`src/rtl/vga_controller.sv`:
```
// VGA timing generator: free-running h/v counters with registered sync/active decode.
// Define VGA_FRAME_CNT_EN to add the 16-bit frame_count output.
`timescale 1ns/1ps
module vga_controller #(
   parameter int H_ACTIVE   = 800,
   parameter int H_FP       = 56,
   parameter int H_SYNC     = 120,
   parameter int H_BP       = 64,
   parameter int V_ACTIVE   = 600,
   parameter int V_FP       = 37,
   parameter int V_SYNC     = 6,
   parameter int V_BP       = 23,
   parameter int H_SYNC_POL = 1,
   parameter int V_SYNC_POL = 1
) (
   input  logic        clk,
   input  logic        reset_n,
   output logic        hsync,
   output logic        vsync,
   output logic [10:0] hcount,
   output logic [9:0]  vcount,
   output logic        active_video
`ifdef VGA_FRAME_CNT_EN
   ,
   output logic [15:0] frame_count
`endif
);

   localparam int H_TOTAL = H_ACTIVE + H_FP + H_SYNC + H_BP;
   localparam int V_TOTAL = V_ACTIVE + V_FP + V_SYNC + V_BP;

   if (H_TOTAL > 2048 || H_TOTAL < 1) begin : g_bad_h_total
      $error("vga_controller: H_TOTAL must be 1..2048");
   end
   if (V_TOTAL > 1024 || V_TOTAL < 1) begin : g_bad_v_total
      $error("vga_controller: V_TOTAL must be 1..1024");
   end

   localparam logic [10:0] H_LAST   = 11'(H_TOTAL - 1);
   localparam logic [10:0] HA_LAST  = 11'(H_ACTIVE - 1);
   localparam logic [10:0] HS_FIRST = 11'(H_ACTIVE + H_FP);
   localparam logic [10:0] HS_LAST  = 11'(H_ACTIVE + H_FP + H_SYNC - 1);
   localparam logic [9:0]  V_LAST   = 10'(V_TOTAL - 1);
   localparam logic [9:0]  VA_LAST  = 10'(V_ACTIVE - 1);
   localparam logic [9:0]  VS_FIRST = 10'(V_ACTIVE + V_FP);
   localparam logic [9:0]  VS_LAST  = 10'(V_ACTIVE + V_FP + V_SYNC - 1);
   localparam logic        HPOL     = (H_SYNC_POL != 0);
   localparam logic        VPOL     = (V_SYNC_POL != 0);

   logic [10:0] r_hcount;
   logic [9:0]  r_vcount;
   logic        r_hsync;
   logic        r_vsync;
   logic        r_active;

   logic        w_h_wrap;
   logic        w_v_wrap;
   logic [10:0] w_hcount_nxt;
   logic [9:0]  w_vcount_nxt;
   logic        w_hsync_nxt;
   logic        w_vsync_nxt;
   logic        w_active_nxt;

   // Outputs are decoded from the next counter values so they register
   // in lock-step with the coordinates they describe.
   always_comb begin
      w_h_wrap     = (r_hcount == H_LAST);
      w_v_wrap     = (r_vcount == V_LAST);
      w_hcount_nxt = w_h_wrap ? 11'd0 : r_hcount + 11'd1;
      w_vcount_nxt = r_vcount;
      if (w_h_wrap) begin
         w_vcount_nxt = w_v_wrap ? 10'd0 : r_vcount + 10'd1;
      end
      w_hsync_nxt  = ((w_hcount_nxt >= HS_FIRST) && (w_hcount_nxt <= HS_LAST))
                     ? HPOL : ~HPOL;
      w_vsync_nxt  = ((w_vcount_nxt >= VS_FIRST) && (w_vcount_nxt <= VS_LAST))
                     ? VPOL : ~VPOL;
      w_active_nxt = (w_hcount_nxt <= HA_LAST) && (w_vcount_nxt <= VA_LAST);
   end

   always_ff @(posedge clk or negedge reset_n) begin
      if (!reset_n) begin
         r_hcount <= 11'd0;
         r_vcount <= 10'd0;
         r_hsync  <= ~HPOL;
         r_vsync  <= ~VPOL;
         r_active <= 1'b1;
      end else begin
         r_hcount <= w_hcount_nxt;
         r_vcount <= w_vcount_nxt;
         r_hsync  <= w_hsync_nxt;
         r_vsync  <= w_vsync_nxt;
         r_active <= w_active_nxt;
      end
   end

   assign hcount       = r_hcount;
   assign vcount       = r_vcount;
   assign hsync        = r_hsync;
   assign vsync        = r_vsync;
   assign active_video = r_active;

`ifdef VGA_FRAME_CNT_EN
   logic [15:0] r_frame_count;
   logic        w_frame_wrap;

   assign w_frame_wrap = w_h_wrap & w_v_wrap;

   always_ff @(posedge clk or negedge reset_n) begin
      if (!reset_n) begin
         r_frame_count <= 16'd0;
      end else if (w_frame_wrap) begin
         r_frame_count <= r_frame_count + 16'd1;
      end
   end

   assign frame_count = r_frame_count;
`endif

endmodule

```
`config.mk`:
```
export PLATFORM = sky130hd
export DESIGN_NAME = vga_controller
export DESIGN_NICKNAME = d
export VERILOG_FILES = /design/src/rtl/vga_controller.sv
export SDC_FILE = /design/constraint.sdc
export NUM_CORES = 1
export LEC_CHECK = 0
export ABC_AREA = 1
export ABC_CLOCK_PERIOD_IN_PS = 3690
export CAP_MARGIN = 0
export CORE_ASPECT_RATIO = 1.1
export CORE_UTILIZATION = 40
export CTS_CLUSTER_DIAMETER = 80
export DETAILED_ROUTE_END_ITERATION = 10
export MAX_ROUTING_LAYER = met4
export SETUP_SLACK_MARGIN = 0.05
export SYNTH_ARGS = -nofsm -noshare
export SYNTH_HDL_FRONTEND = slang
export SYNTH_SLANG_ARGS = --single-unit
```
`constraint.sdc`:
```
create_clock -name clk -period 3.69 [get_ports clk]
set_input_delay 1.107 -clock clk [delete_from_list [all_inputs] [get_ports clk]]
set_output_delay 1.107 -clock clk [all_outputs]
set_load 0.05 [all_outputs]
```
==> impl_summary.md, run 1 <==
Route
The number of remaining DRC errors is 0. The pre-antenna-repair detailed-routing pass consisted of 6 iterations. In the final routed layout, each cell accounts on average for 12.0 um. The ratio of routed vias to standard cells is 4.76. Across all layers, the routed design uses 1605 vias. The number of nets with antenna violations after detailed routing is 0. The number of design-rule violations left by the first detailed-router iteration is 53. The routed design has 4.06 mm of wire.

Critical path
For the worst setup path, the data required time is 2580 ps. The sort of element at the end of the critical path is an output pin. The cell class contributing the biggest share of worst-path delay is buffers and inverters. The biggest cell delay along the critical path is 850 ps.

The library cell contributing the largest single delay on the critical path is sky130_fd_sc_hd__clkdlybuf4s50_1. The critical path goes through clkdlybuf4s50_1. The arrival time at the worst endpoint is 1610 ps. Of all nets on the critical path, the largest fanout is 8. The number of buffers and inverters on the critical path is 1.

By startpoint and endpoint, the worst setup path is classified as reg2out. The startpoint type of the worst setup path is a flop.

Timing
The number of setup violations in the final report is 0. Of the available clock period, the critical path in the final layout requires 0.737. The worst slew slack as a fraction of its limit is 0.663. On the final layout, the worst hold slack is 633 ps.

The final clock skew is 9.04 ps. The achievable clock frequency is 368 MHz. The final critical-path required period is 2720 ps. The max-slew violation total from the final report is 0.

The post-route setup TNS is 0 ps. The number of hold violations in the final report came to 0. Setup repair after global routing left no endpoint under its margin. The transition time of the tightest slew-check pin is 504 ps.

Run status
The run finished with clean final reports.

Layout
From synthesis to final layout, the design area changed by 22.3%. After routing the design area is 2100 um2. In the final layout, the share of cells above drive strength 1 is 0.123. After the last flow step, the layout net total stands at 292.

The most common cell after layout, fill and taps aside is sky130_fd_sc_hd__nand2_1. Measured on the finished design, the core utilization comes to 0.521. In the layout the commonest cells are sky130_fd_sc_hd__nand2_1, sky130_fd_sc_hd__nor2_1, sky130_fd_sc_hd__inv_1, sky130_fd_sc_hd__clkdlybuf4s50_1, sky130_fd_sc_hd__dfrtp_1.

The number of antenna diodes in the final layout is 0.

CTS
CTS built an H-tree with a depth of 1. The post-CTS setup-driven buffer insertion count is 0. TritonCTS built the clock tree.

The number of clock buffers added by TritonCTS is 3. The number of hold buffers added after CTS was 0. No sink is reached through more buffers than the 2 on the longest clock path. The buffer type at the clock tree root is sky130_fd_sc_hd__clkbuf_8. The count of cells resized by post-cts repair is 0. Clock tree synthesis found a total of 24 sinks. The clock latency on the worst-skew pair is 270 ps. After clock tree synthesis, the clock-pin slew on the worst setup and hold paths is 90 ps.

Synthesis
The top cell type's share of synthesized area is 0.336. The biggest area consumer among synthesized cells is sky130_fd_sc_hd__dfrtp_1. The average cell area after synthesis is 6.70 um2.

The number of cells produced by synthesis is 256. The total of flip-flops plus latches after synthesis is 24. For this run, the number of Yosys warnings is 0. The netlist area before placement is 1720 um2. Synthesis produced a netlist with a net count of 262.

The share of the Yosys chip area taken by registers is 0.351. The share of synthesized registers carrying an async set or reset is 1.00. Sorting the synthesized cells by area gives the leading types as sky130_fd_sc_hd__dfrtp_1, sky130_fd_sc_hd__nand2_1, sky130_fd_sc_hd__nor2_1. The dominant register cell in the synthesized netlist is sky130_fd_sc_hd__dfrtp_1. In this run, distinct cell masters in the synthesized netlist total 24.

The number of enable-type register cells in the synthesized netlist is 0.

Place
After detailed placement, the total cell area comes to 2030 um2. The HPWL after detailed placement is 3.17 mm. The congestion estimate from routability-driven global placement came to 0.820. The number of port buffers is 25.

Global route
The total track usage is 0.213. The number of antenna violations at the first check in global routing is 0. Entering global routing, the biggest net connects 25 pins.

The via count of the first global-routing pass is 1641. The total overflow left after global routing is 0. The first-pass GRT wire length is 7.25 mm.

Pwr
VDD sags by at most 0.162 mV. The reported leakage power is 1.10 nW. In this run the power density over the cells is 239 nW/um2.

Floorplanning
The core area is 4020 um2. The initial core utilization is 0.426. The y dimension of the die is 70.7 um.

The die outline width is 64.4 um. The die outline area is 4550 um2. The site row count is 24. Pin placement for this block handled 26 I/O pins.

Flow run
The number of max-capacitance violations reported is 0.

Min path
The class of the tightest hold or removal check is reg2reg.
routing by layer:
metal / track usage / part of all wire / wire length, um / up-vias
met5: - / 0 / 0 / -
met4: 0.0716 / 0.016 / 63 / 0
met3: 0.0210 / 0.026 / 104 / 7
met2: 0.385 / 0.52 / 2120 / 26
met1: 0.244 / 0.44 / 1770 / 725
li1: - / - / - / 847
metrics by stage:
step,setup WS [ps],power [mW],cells
finish,972,0.502,337
global route,917,0.520,337
CTS,967,0.511,337
detailed placement,1280,0.275,333
global placement,1300,0.275,333
floorplan,1550,0.268,256
path summary, 6_finish.rpt:
kind                                      from                     end  slack [ps]  depth (start not counted)
min                        hcount[0]$_DFF_PN0_     hcount[0]$_DFF_PN0_         630                          3
max                        vcount[4]$_DFF_PN0_               vcount[4]         970                          1
min in group asynchronous              reset_n     vcount[5]$_DFF_PN0_        1200                          2
max in group asynchronous              reset_n  active_video$_DFF_PN1_        2190                          2
min reg2reg                hcount[0]$_DFF_PN0_     hcount[0]$_DFF_PN0_         630                          3
max reg2reg                hcount[1]$_DFF_PN0_         vsync$_DFF_PN0_        1540                         11
worst reg2reg max path: cells and delay by family, from the launching register on:
family	cells	cell delay (ps)
AO/OA/AOI/OAI	1	350
AND/OR/NAND/NOR	9	1100
adder cells (fa/ha/maj)	1	210
flip-flops	1	420
where the power goes:
group	switching [mW]	internal [mW]
registers	0	0.263
clock network	0.0871	0.145
logic	0.00527	0.00162
cells in the mapped netlist, types with 4 or more instances:
library cell / count
sky130_fd_sc_hd__dfrtp_1: 23
sky130_fd_sc_hd__nand2_1: 79
sky130_fd_sc_hd__o21ai_0: 7
sky130_fd_sc_hd__nor2_1: 42
sky130_fd_sc_hd__inv_1: 36
sky130_fd_sc_hd__nand3_2: 4
sky130_fd_sc_hd__ha_1: 4
sky130_fd_sc_hd__nand3_1: 19
sky130_fd_sc_hd__inv_2: 10
sky130_fd_sc_hd__nand4_1: 8
sky130_fd_sc_hd__nand2_2: 5
state kept, by name (all words and copies together), names as in the netlist:
| signal | flops |
|---|---|
| hcount | 11 |
| vsync | 1 |
| vcount | 10 |
| active_video | 1 |
| hsync | 1 |
cell families after synthesis:
group / count (synthesis) / share of synthesized area
fa+ha+maj: 4 / 0.0292
simple gates: 167 / 0.457
compound gates: 12 / 0.0459
buf+inv: 47 / 0.107
xor+xnor: 2 / 0.0102
flops: 24 / 0.351
area by class of cell:
class	instances	area, um2
Clock buffer	3	41.3
Timing Repair Buffer	26	258
Inverter	46	173
Multi-Input combinational cell	185	930
Fill cell	435	1930
Sequential cell	24	602
Tap cell	52	65.1
Clock inverter	1	30.0
No activity file was read; power rests on OpenSTA's default activity.
==> run 2: changes to the inputs <==
Settings changed: ABC_CLOCK_PERIOD_IN_PS 3690 to 2800.
Clock period 3.69 ns to 2.8 ns, I/O delays scaled along.
==> impl_summary.md, run 2 (same netlist as run 1, synthesis figures left out) <==
Run status
The flow ran to the end, and the final reports show no timing, DRC or antenna violations.

Critical path
The arrival time at the worst endpoint is 1600 ps (about the same). The kind of critical path is reg2out. The startpoint type of the worst setup path is a flop. The worst setup path is captured at an output pin.

The sum of buffers and inverters on the critical path is 1 (unchanged). The critical path goes through clkdlybuf4s50_1. In this design, the largest share of critical-path delay is due to buffers and inverters. The maximum fanout encountered on the critical timing path is 7 (-1). On the critical path, the stage with the largest delay is an instance of sky130_fd_sc_hd__clkdlybuf4s50_1. The critical path data required time came to 1960 ps (-620 ps). The biggest cell delay along the critical path is 850 ps (about the same).

Timing
The max-slew violation total from the final report is 0 (unchanged). The final clock skew is 7.86 ps (-1.18 ps). The worst slew slack as a fraction of its limit came to 0.617 (-0.0465).

The final critical-path required period is 2440 ps. The number of setup violations in the final report was 0 (unchanged). Setup repair after global routing left no endpoint under its margin. The transition time of the tightest slew-check pin is 573 ps (+69.5 ps). The setup slack of the critical path after layout was 360 ps (-612 ps). Of the available clock period, the critical path in the final layout requires 0.871. The post-route setup TNS is 0 ps (unchanged). The achievable clock frequency is 410 MHz. The number of hold violations in the final report is 0 (unchanged).

CTS
The total clock buffers created by CTS is 3 (unchanged). TritonCTS built the clock tree. The buffer type at the clock tree root is sky130_fd_sc_hd__clkbuf_8. The count of cells resized by post-cts repair is 0 (unchanged). The post-CTS setup-driven buffer insertion count came to 0 (unchanged). The number of sinks handled by clock tree synthesis came to 24 (unchanged). The maximum buffer depth of the clock tree is 2 (unchanged). The clock latency on the worst-skew pair is 270 ps (about the same). The number of H-tree levels is 1 (unchanged). The clock transition time at the flip-flop clock pins of the worst setup and hold paths is 80 ps (about the same). The number of buffers inserted by hold repair at cts is 0 (unchanged).

Global route
The number of antenna violations at the first check in global routing is 0 (unchanged). The total track usage is 0.218 (+0.00420). The most utilized layer in the global route result is met2. The overflow left after global routing is 0 (unchanged). The met1 layer usage reported by global route came to 0.236 (-0.00818). The met3 routing resource usage after global routing is 0.0242 (+0.00323). The via count of the first global-routing pass is 1617 (-1.5%).

The met2 demand-to-capacity share in global routing is 0.393 (+0.00819). The largest net degree at the start of global routing is 15 (-40%). The first-pass GRT wire length is 7.34 mm (+1.2%).

Pwr
The internal power of the cells is 0.450 mW (+9.9%). The reported leakage power is 1.09 nW (-1.2%). The portion of total power attributed to combinational logic is 0.017 (+0.003).

The power per cell area came to 273 nW/um2 (+14%). The net switching power figure is 0.115 mW (+24%). The highest ir drop seen on vdd is 0.231 mV (+42%). The proportion of total power due to net switching is 0.203 (+0.0192). The proportion of power drawn by the clock network was 0.370 (-0.093). The share of total power in sequential cells is 0.613 (+0.089).

Layout
The count of nets after finishing came to 292 (unchanged). The area used by multi-input combinational logic came to 930 um2 (unchanged). The number of flip-flops in the largest register is 11 (unchanged). The utilization after layout came to 0.515 (-0.00653). The number of antenna cells inserted is 0 (unchanged).

The fraction of layout instances using a drive strength above 1 is 0.119 (-0.00351). The library cell used most frequently in the layout, excluding fill and tap cells, is sky130_fd_sc_hd__nand2_1. The number of inserted filler cells in the final layout is 432 (-0.69%).

In the layout the commonest cells are sky130_fd_sc_hd__nand2_1, sky130_fd_sc_hd__nor2_1, sky130_fd_sc_hd__inv_1, sky130_fd_sc_hd__clkdlybuf4s50_1, sky130_fd_sc_hd__dfrtp_1. The post-route cell area is 2070 um2 (-1.3%). The synthesis-to-finish area growth is 20.8%. The number of standard cells in the layout, taps in and fillers out is 337 (unchanged). The area used by sequential logic in the layout is 602 um2 (unchanged).

Route
The ratio of routed vias to standard cells is 4.74 (-0.50%). The number of design-rule violations left by the first detailed-router iteration is 53 (unchanged). The number of nets with antenna violations after detailed routing came to 0 (unchanged). The routed length per instance came to 12.2 um (+1.7%). The final routed wirelength across all metal layers was 4.13 mm (+1.7%). The number of detailed-route iterations in the first pass came to 4 (-2). The count of vias placed by the detailed router is 1597 (-0.50%).

The number of remaining DRC errors is 0 (unchanged).

Place
The total instance count after detailed placement came to 333 (unchanged). The global placer's final weighted congestion is 0.842 (+2.7%). The HPWL after detailed placement is 3.37 mm (+6.4%).

The worst slack after detailed placement is 643 ps (-638 ps). The placed instance area is 2030 um2 (unchanged). The number of port buffers came to 25 (unchanged).

Floorplanning
The core area is 4020 um2 (unchanged). The y dimension of the die is 70.7 um (unchanged). The site row count is 24 (unchanged). The boundary pin count came to 26 (unchanged). The die outline width is 64.4 um (unchanged). The initial core utilization is 0.426 (unchanged).

The die outline area is 4550 um2 (unchanged).

Min path
The class of the tightest hold or removal check is reg2reg.

Flow run
The number of max-capacitance violations reported is 0 (unchanged).
==> run 2: final timing paths <==
path	endpoint	cells after the start	slack [ps]	startpoint
setup / recovery	vcount[7]	1	360	vcount[7]$_DFF_PN0_
hold / removal	hcount[1]$_DFF_PN0_	2	650	hcount[1]$_DFF_PN0_
setup reg to reg	vsync$_DFF_PN0_	12	820	vcount[1]$_DFF_PN0_
hold reg to reg	hcount[1]$_DFF_PN0_	2	650	hcount[1]$_DFF_PN0_
max in group asynchronous	vcount[6]$_DFF_PN0_	2	1250	reset_n
min in group asynchronous	vcount[5]$_DFF_PN0_	1	930	reset_n
==> run 2: power groups by stage <==
stage           logic (mW)  clock network (mW)  registers [mW]
6_report           0.00945               0.209           0.346
5_1_grt             0.0114               0.235           0.346
4_1_cts             0.0101               0.222           0.346
3_5_place_dp        0.0102                   0           0.353
3_3_place_gp        0.0102                   0           0.353
2_1_floorplan  0.000000661                   0           0.353
==> run 2: metrics by stage <==
step | power, mW | hold WS, ps
CTS | 0.578 | 648
floorplan | 0.353 | 544
global placement | 0.363 | 613
global route | 0.592 | 683
finish | 0.565 | 647
detailed placement | 0.363 | 632
==> run 2: final cells by class <==
cell class / count / share of cell area
inverter: 46 / 0.0833
tap: 52 / 0.0314
sequential: 24 / 0.290
multi-input combinational: 185 / 0.449
timing repair buffer: 26 / 0.124
clock buffer: 4 / 0.0217
==> run 2: layer usage <==
| metal | part of all wire | vias to the layer above |
|---|---|---|
| li1 | - | 850 |
| met1 | 0.43 | 703 |
| met2 | 0.52 | 31 |
| met3 | 0.023 | 13 |
| met4 | 0.033 | 0 |
| met5 | 0 | - |
